--- config.mk ---
export PLATFORM = sky130hd
export DESIGN_NAME = dds_sweep_controller
export DESIGN_NICKNAME = d
export VERILOG_FILES = /design/src/rtl/dds_pkg.sv /design/src/rtl/dds_dwell_counter.sv /design/src/rtl/dds_sweep_controller.sv
export SDC_FILE = /design/constraint.sdc
export NUM_CORES = 1
export LEC_CHECK = 0
export ABC_AREA = 1
export BUFFER_PORTS_ARGS = -buffer_cell sky130_fd_sc_hd__buf_4
export CORE_ASPECT_RATIO = 1.5
export CORE_UTILIZATION = 45
export DETAILED_ROUTE_END_ITERATION = 7
export PLACE_DENSITY_LB_ADDON = 0.08
export SETUP_SLACK_MARGIN = 0.1
export SYNTH_ARGS = -nofsm -noshare
export SYNTH_HDL_FRONTEND = slang
export SYNTH_SLANG_ARGS = --single-unit
--- constraint.sdc ---
create_clock -name clock -period 3.1 [get_ports clock]
set_input_delay 0.155 -clock clock [delete_from_list [all_inputs] [get_ports clock]]
set_output_delay 0.155 -clock clock [all_outputs]
set_load 0.01 [all_outputs]
--- src/rtl/dds_pkg.sv ---
// rtl/dds_pkg.sv - shared widths, sweep state encoding and clamped next-word helper
package dds_pkg;

  localparam int PHASE_WIDTH_DEFAULT = 10;
  localparam int DWELL_WIDTH_DEFAULT = 16;

  typedef enum logic [1:0] {
    IDLE  = 2'd0,
    LOAD  = 2'd1,
    DWELL = 2'd2,
    DONE  = 2'd3
  } state_t;

  // One extra bit catches wrap past either end of the range; both wrap and overshoot clamp to stop.
  function automatic logic [PHASE_WIDTH_DEFAULT-1:0] next_word(
    input logic [PHASE_WIDTH_DEFAULT-1:0] cur,
    input logic [PHASE_WIDTH_DEFAULT-1:0] step,
    input logic [PHASE_WIDTH_DEFAULT-1:0] stop,
    input logic                           up
  );
    logic [PHASE_WIDTH_DEFAULT:0] sum;
    logic                         past;
    if (up) begin
      sum  = {1'b0, cur} + {1'b0, step};
      past = sum[PHASE_WIDTH_DEFAULT] || (sum[PHASE_WIDTH_DEFAULT-1:0] > stop);
    end else begin
      sum  = {1'b0, cur} - {1'b0, step};
      past = sum[PHASE_WIDTH_DEFAULT] || (sum[PHASE_WIDTH_DEFAULT-1:0] < stop);
    end
    next_word = past ? stop : sum[PHASE_WIDTH_DEFAULT-1:0];
  endfunction

endpackage

--- src/rtl/dds_dwell_counter.sv ---
// rtl/dds_dwell_counter.sv - loadable down-counter with zero flag for per-point dwell
module dds_dwell_counter
  import dds_pkg::*;
#(
  parameter int WIDTH = DWELL_WIDTH_DEFAULT
) (
  input  logic             clock,
  input  logic             reset,
  input  logic             load,
  input  logic [WIDTH-1:0] load_value,
  input  logic             decrement,
  output logic             zero
);

  logic [WIDTH-1:0] count;

  always_ff @(posedge clock) begin
    if (reset) begin
      count <= '0;
    end else if (load) begin
      count <= load_value;
    end else if (decrement && (count != '0)) begin
      count <= count - WIDTH'(1);
    end
  end

  assign zero = (count == '0);

endmodule

--- src/rtl/dds_sweep_controller.sv ---
// rtl/dds_sweep_controller.sv - steps the DDS tuning word from start to stop, one point per dwell period
module dds_sweep_controller
  import dds_pkg::*;
#(
  parameter int PHASE_WIDTH = PHASE_WIDTH_DEFAULT,
  parameter int DWELL_WIDTH = DWELL_WIDTH_DEFAULT
) (
  input  logic                   clock,
  input  logic                   reset,
  input  logic                   start,
  input  logic                   abort,
  input  logic [PHASE_WIDTH-1:0] start_word,
  input  logic [PHASE_WIDTH-1:0] stop_word,
  input  logic [PHASE_WIDTH-1:0] step_word,
  input  logic [DWELL_WIDTH-1:0] dwell_cycles,
  output logic [PHASE_WIDTH-1:0] tuning_word,
  output logic                   acc_clear,
  output logic                   acc_enable,
  output logic                   busy,
  output logic                   done
);

  state_t                 state_q, state_d;
  logic [PHASE_WIDTH-1:0] start_q, stop_q, step_q;
  logic [DWELL_WIDTH-1:0] dwell_q, reload;
  logic                   up_q, up_d;
  logic [PHASE_WIDTH-1:0] tw_d;
  logic                   clr_d, en_d, busy_d, done_d;
  logic                   accept, cnt_load, cnt_zero;

  assign accept = (state_q == IDLE) && start && !abort;
  assign reload = (dwell_q == '0) ? '0 : dwell_q - DWELL_WIDTH'(1);

  dds_dwell_counter #(.WIDTH(DWELL_WIDTH)) u_dwell (
    .clock      (clock),
    .reset      (reset),
    .load       (cnt_load),
    .load_value (reload),
    .decrement  (state_q == DWELL),
    .zero       (cnt_zero)
  );

  // Output values are computed for the state being entered so every output is a plain register.
  always_comb begin
    state_d  = state_q;
    tw_d     = tuning_word;
    clr_d    = 1'b0;
    en_d     = 1'b0;
    busy_d   = 1'b0;
    done_d   = 1'b0;
    up_d     = up_q;
    cnt_load = 1'b0;
    unique case (state_q)
      IDLE: begin
        if (accept) begin
          state_d = LOAD;
          tw_d    = start_word;
          clr_d   = 1'b1;
          busy_d  = 1'b1;
        end
      end
      LOAD: begin
        if (abort) begin
          state_d = IDLE;
          tw_d    = '0;
        end else begin
          state_d  = DWELL;
          up_d     = (stop_q >= start_q);
          en_d     = 1'b1;
          busy_d   = 1'b1;
          cnt_load = 1'b1;
        end
      end
      DWELL: begin
        if (abort) begin
          state_d = IDLE;
          tw_d    = '0;
        end else if (cnt_zero && ((tuning_word == stop_q) || (step_q == '0))) begin
          state_d = DONE;
          done_d  = 1'b1;
        end else begin
          en_d   = 1'b1;
          busy_d = 1'b1;
          if (cnt_zero) begin
            tw_d     = next_word(tuning_word, step_q, stop_q, up_q);
            cnt_load = 1'b1;
          end
        end
      end
      DONE: begin
        state_d = IDLE;
      end
      default: begin
        state_d = IDLE;
      end
    endcase
  end

  always_ff @(posedge clock) begin
    if (reset) begin
      state_q     <= IDLE;
      tuning_word <= '0;
      acc_clear   <= 1'b0;
      acc_enable  <= 1'b0;
      busy        <= 1'b0;
      done        <= 1'b0;
      up_q        <= 1'b0;
      start_q     <= '0;
      stop_q      <= '0;
      step_q      <= '0;
      dwell_q     <= '0;
    end else begin
      state_q     <= state_d;
      tuning_word <= tw_d;
      acc_clear   <= clr_d;
      acc_enable  <= en_d;
      busy        <= busy_d;
      done        <= done_d;
      up_q        <= up_d;
      if (accept) begin
        start_q <= start_word;
        stop_q  <= stop_word;
        step_q  <= step_word;
        dwell_q <= dwell_cycles;
      end
    end
  end

endmodule

; ---- Word level (Yosys, flattened, before mapping)
; Cells that the tools add are included.
[classes]
n_addsub = 4
n_mul = 0
n_div = 0
n_lt_le_gt_ge = 3
eq_ne = 9
shifts = 0
muxes = 32
n_bitwise = 3
n_reduce_logical = 20
[op_table]
columns = cell, n
row1 = $mux 10, 7
row2 = $mux 16, 3
row3 = $logic_not 16->1, 2
row4 = $sub 16x1->16 const B, 2
row5 = $pmux 10 s3, 1
row6 = $reduce_bool 16->1, 1
row7 = $mux 1, 13
row8 = $add 10x10->11, 1
row9 = $sub 10x10->11, 1
row10 = $eq 10x10->1, 1
row11 = $ge 10x10->1, 1
row12 = $gt 10x10->1, 1
row13 = $logic_not 10->1, 1
row14 = $lt 10x10->1, 1
row15 = $ne 3x3->1 const B, 3
row16 = $mux 2, 4
row17 = $pmux 2 s4, 1
row18 = $reduce_and 5->1, 1
row19 = $eq 2x2->1 const B, 2
row20 = $logic_and 1x1->1, 4
row21 = $ne 2x2->1 const B, 2
row22 = $pmux 1 s2, 2
row23 = $reduce_and 2->1, 2
row24 = $logic_or 1x1->1, 3
row25 = other kinds (9), 11
[word_totals]
register_bits = 79
latchBits = 0
ram_bits = 0
romBits = 0
in_bits = 50
output_inout_bits = 14
wordCells = 83
memories = 0

; ---- Logic depth before layout (Yosys ltp)
[depth]
word_depth = 13
depth_mapped = 27
depth_no_buf = 25

; ---- Cells and area by module
; Synthesis repeated with hierarchy kept, for this count alone.
[hier_totals]
cells_unflattened = 982
area_unflattened_um2 = 6142.1
[modules_own_cells]
columns = module, instances, cells_each, area_per_inst_um2, seq_area_each_um2
row1 = dds_sweep_controller, 1, 762, 4936.0, 1261.2
row2 = dds_dwell_counter, 1, 220, 1206.2, 320.3

; ---- Worst setup path after synthesis
; No wires, ideal clock.
[synth_timing]
path_kind = reg2reg
from = register tuning_word[2]
to = register tuning_word[9]
setup_time_ns = 0.070
arrival_ns = 2.760
required_time_ns = 3.030
setup_slack_ns = 0.270
stages_incl_launch_ff = 24
path_buffers = 2
synth_period_minus_slack_ns = 2.830
path_cell_list = dfxtp_1 -> ha_1 -> clkbuf_2 -> inv_1 -> nand2_1 -> nand2_1 -> a21oi_1 -> nand2_1 -> nand2_1 -> nand2_1 -> nand2_1 -> and2_1 -> ha_1 -> a21oi_1 -> and2_1 -> nand3_1 -> nand2_1 -> nand3_1 -> buf_2 -> nand3_1 -> nand2_1 -> inv_1 -> nand2_1 -> a21oi_1
[synth_between]
elab_chain_len = 13
elab_cells_between_ends = 22
classes_between = 2 x add/sub / 2 x order compare / 2 x eq/ne / 11 x mux / 5 x reduce/logical
[synth_rtl]
columns = item, line
row1 = "start, declared", dds_sweep_controller.sv:16  ; output logic [PHASE_WIDTH-1:0] tuning_word,
row2 = "start signal, assigned", dds_sweep_controller.sv:114  ; tuning_word <= tw_d;
row3 = $sub 10x10->11 / $add 10x10->11 (equally long branches), "dds_pkg.sv:27, dds_pkg.sv:24"
row4 = $lt 10x10->1 / $gt 10x10->1 (equally long branches), "dds_pkg.sv:28, dds_pkg.sv:25"
row5 = $logic_or 1x1->1 (on tied branches), "dds_pkg.sv:28, dds_pkg.sv:25"
row6 = $mux 1, dds_pkg.sv:23  ; if (up) begin
row7 = $mux 1, dds_sweep_controller.sv:84  ; if (cnt_zero) begin
row8 = $mux 1, dds_sweep_controller.sv:78  ; end else if (cnt_zero && ((tuning_word == stop_q) || (step_q == '0))) begin
row9 = $mux 1, dds_sweep_controller.sv:75  ; if (abort) begin
row10 = $mux 1, dds_sweep_controller.sv:53  ; unique case (state_q)
row11 = $mux 10, dds_pkg.sv:30  ; next_word = past ? stop : sum[PHASE_WIDTH_DEFAULT-1:0];
row12 = $mux 10, dds_sweep_controller.sv:84
row13 = $mux 10, dds_sweep_controller.sv:78
row14 = $mux 10, dds_sweep_controller.sv:75
row15 = $pmux 10 s3, dds_sweep_controller.sv:53
; Several ways; a longest one is shown, not always the timed one. The select of a mux whose other input is x is not followed.
; A chain may end at the register's enable or synchronous reset.

; ---- Final worst setup path
[layout_timing]
from = register tuning_word[6]
to = register tuning_word[6]
; Same word-level chain as after synthesis.

==> summary.txt <==
Run status
  – Status: completed

Logic synthesis
  – Xor/xnor share of the synthesized area: 0.04607
  – Simple-gate share of the synthesized area: 0.3003
  – Post-synthesis cell count: 949
  – Yosys warns: 0
  – Syn Area/Cell: 6.410 um^2
  – Sequential-to-total area share from yosys stat: 0.2600
  – Synth Area in Adders: 0.1238
  – Mux cell area share after synthesis: 0
  – Synthesized net count: around 1100
  – Yosys top cell by area: dfxtp_1
  – Post-synth top area share: 0.2600
  – Syn Std Cell Area: 0.006083 mm^2
  – Compound-cell area share of the yosys netlist: 0.1575
  – Top post-synthesis cells by area: dfxtp_1, nand2_1, ha_1
  – Synth cell types: 39
  – Yosys reg bits: 79
  – Main combinational cell family by area after synthesis: simple AND/OR/NAND/NOR gates

Clocking
  – CTS buffer count: 9
  – Worst-Skew Late Latency: 0.34 ns
  – TritonCTS clock tree: built
  – Hold_buf cts: 0
  – Clock Pin Slew Worst Setup and Hold Paths: 0.06 ns
  – CTS sink cnt: 79
  – Root Driver: clkbuf_16
  – H-tree depth: 3
  – Clock Tree Buf Depth: 2

Global routing
  – Global Route Usage Sum: 0.2695
  – GR Util met1: 0.2786
  – Largest net degree at the start of global routing: 89
  – Met3 GRT Util: 0.02707
  – Routing usage on met2: 0.5208
  – Antenna violations before repair: 0
  – Number of global-route vias before repair: between 5000 and 6000
  – GRT busiest layer: met2
  – First-pass GRT wire length: 29330 um
  – Gr ovfl total: 0

Routing
  – Drt first pass iters: 4
  – Final WL: 18910 um
  – Post-DRT Antenna Nets: 0
  – Vias: 6272
  – Post-route DRC: 0
  – DR iter-0 viols: 224
  – Vias/cell: 5.257
  – WL/cell: 15.85 um

Critical path
  – Worst-path maximum fanout: 10
  – Crit Path Class: reg2reg
  – Worst EP arrival: 3.08 ns
  – Worst setup EP type: register
  – Startpoint Class: register
  – CP Data Required Time: 3.32 ns

Placed design
  – PortBufs: 63
  – GP Congestion: 1.000
  – Post-DP Area: 0.006932 mm^2
  – Post-DP HPWL: roughly 15000 um
  – Place WS: -0.02991 ns

Final layout
  – Finished layout cell area: 0.007530 mm^2
  – Layout Area Growth over Synthesis: 23.78%
  – Number of diodes: 0
  – Layout cell share with drive strength beyond 1: 0.1983
  – Final Util: 0.5756
  – Layout Nets: 1140

Timing
  – Minimum clock period: 2.861 ns
  – Final Hold Viols: 0
  – Max_slew headroom: 0.4991
  – Period utilisation layout: 0.9230
  – Hold Slack: 0.08022 ns
  – Final-report setup violation count: 0
  – Unrepaired setup endpoints after global routing: true
  – Clk_skew: 0.007604 ns
  – Worst Setup Slack, final: 0.2386 ns
  – Setup TNS: 0 ns
  – Pins Over Slew Limit: 0
  – Worst slew pin tran: 0.7495 ns
  – FMAX: 0.3495 GHz

Floorplanning
  – Row cnt: 51
  – Num ports: 64
  – CORE AREA: 0.01308 mm^2
  – Width of the die: about 97 um
  – Initial Util: 0.4650
  – Die Height: about 140 um
  – Area of the die: 0.01400 mm^2

Power and ir drop
  – VDD IR max: 0.0005388 V
  – Pwr/cell area: 806.2 mW/mm^2
  – Leak pwr: 0.003788 uW

Worst hold path
  – Worst hold path class: in2reg

Run
  – Max Cap Viol: 0
power by group:
part           internal (uW)  leakage, uW  switching [uW]
Sequential              1160     0.000651             159
Combinational           1530      0.00301            2230
Clock                    556     0.000127             436
cell usage after synthesis:
cell	instances
buf_4	1
o21bai_1	2
nor4_1	6
nor3_2	1
nor3b_1	1
xor2_1	21
nand2_4	1
nand3_2	2
a21oi_1	87
nand3_1	78
o211ai_1	1
fa_1	2
ha_1	57
and2_1	3
clkinv_1	2
nor3_1	10
a21boi_0	1
nand2_2	3
inv_1	133
o21a_1	1
a21oi_4	1
o21ai_1	2
buf_2	11
a21oi_2	2
nand3b_1	2
nand2_1	205
buf_6	3
a21o_1	3
buf_1	1
nor2_2	6
xnor2_1	11
clkbuf_2	1
clkbuf_1	19
nand4_1	8
nor2_1	101
o21ai_2	5
nor2_4	1
o21ai_0	75
dfxtp_1	79
what timing repair did:
item / in CTS / in global routing
endpoints found under the hold margin: 0 / 0
setup endpoints to repair: 10 / 10
pin swaps: 0 / 7
gates resized for setup: 10 / 66
setup buffers: 0 / 1
registers in the layout, summed over array words and instances (netlist names):
name           count
acc_clear          1
acc_enable         1
busy               1
done               1
dwell_q           16
start_q           10
state_q            2
step_q            10
stop_q            10
tuning_word       10
u_dwell.count     16
up_q               1
final cells by class:
type / count / area [um^2]
Tap cell: 159 / 198.9
Sequential cell: 79 / 1598
Fill cell: 1328 / 5552
Clock inverter: 3 / 21.27
Timing Repair Buffer: 107 / 839.6
Inverter: 135 / 506.7
Clock buffer: 11 / 242.7
Multi-Input combinational cell: 699 / 4123
logic make-up after synthesis:
kind of cell / after synthesis
flip-flops: 79
AO/OA/AOI/OAI: 180
adder cells (fa/ha/maj): 59
AND/OR/NAND/NOR: 428
XOR/XNOR: 32
buffers and inverters: 171
critical path, stage by stage, from the launching register on:
cell and delay, ns:
dfxtp_1 0.44, ha_4 0.26, a21o_1 0.20, buf_4 0.13
a21oi_1 0.17, nand2_1 0.07, nand2_1 0.06, nand2_1 0.12
ha_1 0.33, nand2_1 0.07, nor2_2 0.13, nand3_1 0.11
nand3_2 0.12, nand3_4 0.11, nand2_4 0.17, o21ai_0 0.10
nand3_1 0.09, a21oi_2 0.06
layout by cell type (no fill, tap or decap), types with 10 or more instances in the layout:
master and instances:
nor2_1 97, dfxtp_1 70, a21oi_2 10, buf_4 102, xnor2_1 11, xor2_1 18, ha_4 10, nand2_2 14
inv_1 130, nor3_1 10, ha_1 46, nand2_1 193, a21oi_1 79, o21ai_0 75, nand3_1 70
layer usage:
metal  wire, um  vias to the layer above
li1           -                     3208
met1       7350                     2917
met2      10240                      109
met3        461                       38
met4        857                        0
met5          0                        -
worst paths after layout:
| check | startpoint | cells past startpoint | end | slack (ns) |
|---|---|---|---|---|
| worst max register to register | tuning_word[6] | 17 | tuning_word[6] | 0.24 |
| worst min-delay path | dwell_cycles[9] | 3 | dwell_q[9] | 0.08 |
| worst max-delay path | tuning_word[6] | 17 | tuning_word[6] | 0.24 |
| worst min register to register | start_q[5] | 2 | start_q[5] | 0.46 |
metrics by stage:
step	std cells	power, uW
after floorplan	949	3593
after global placement	1178	4684
after detailed placement	1178	4685
after CTS	1192	5742
after global routing	1193	6567
final	1193	6070
Note: power is estimated with default switching activity, not from simulation.
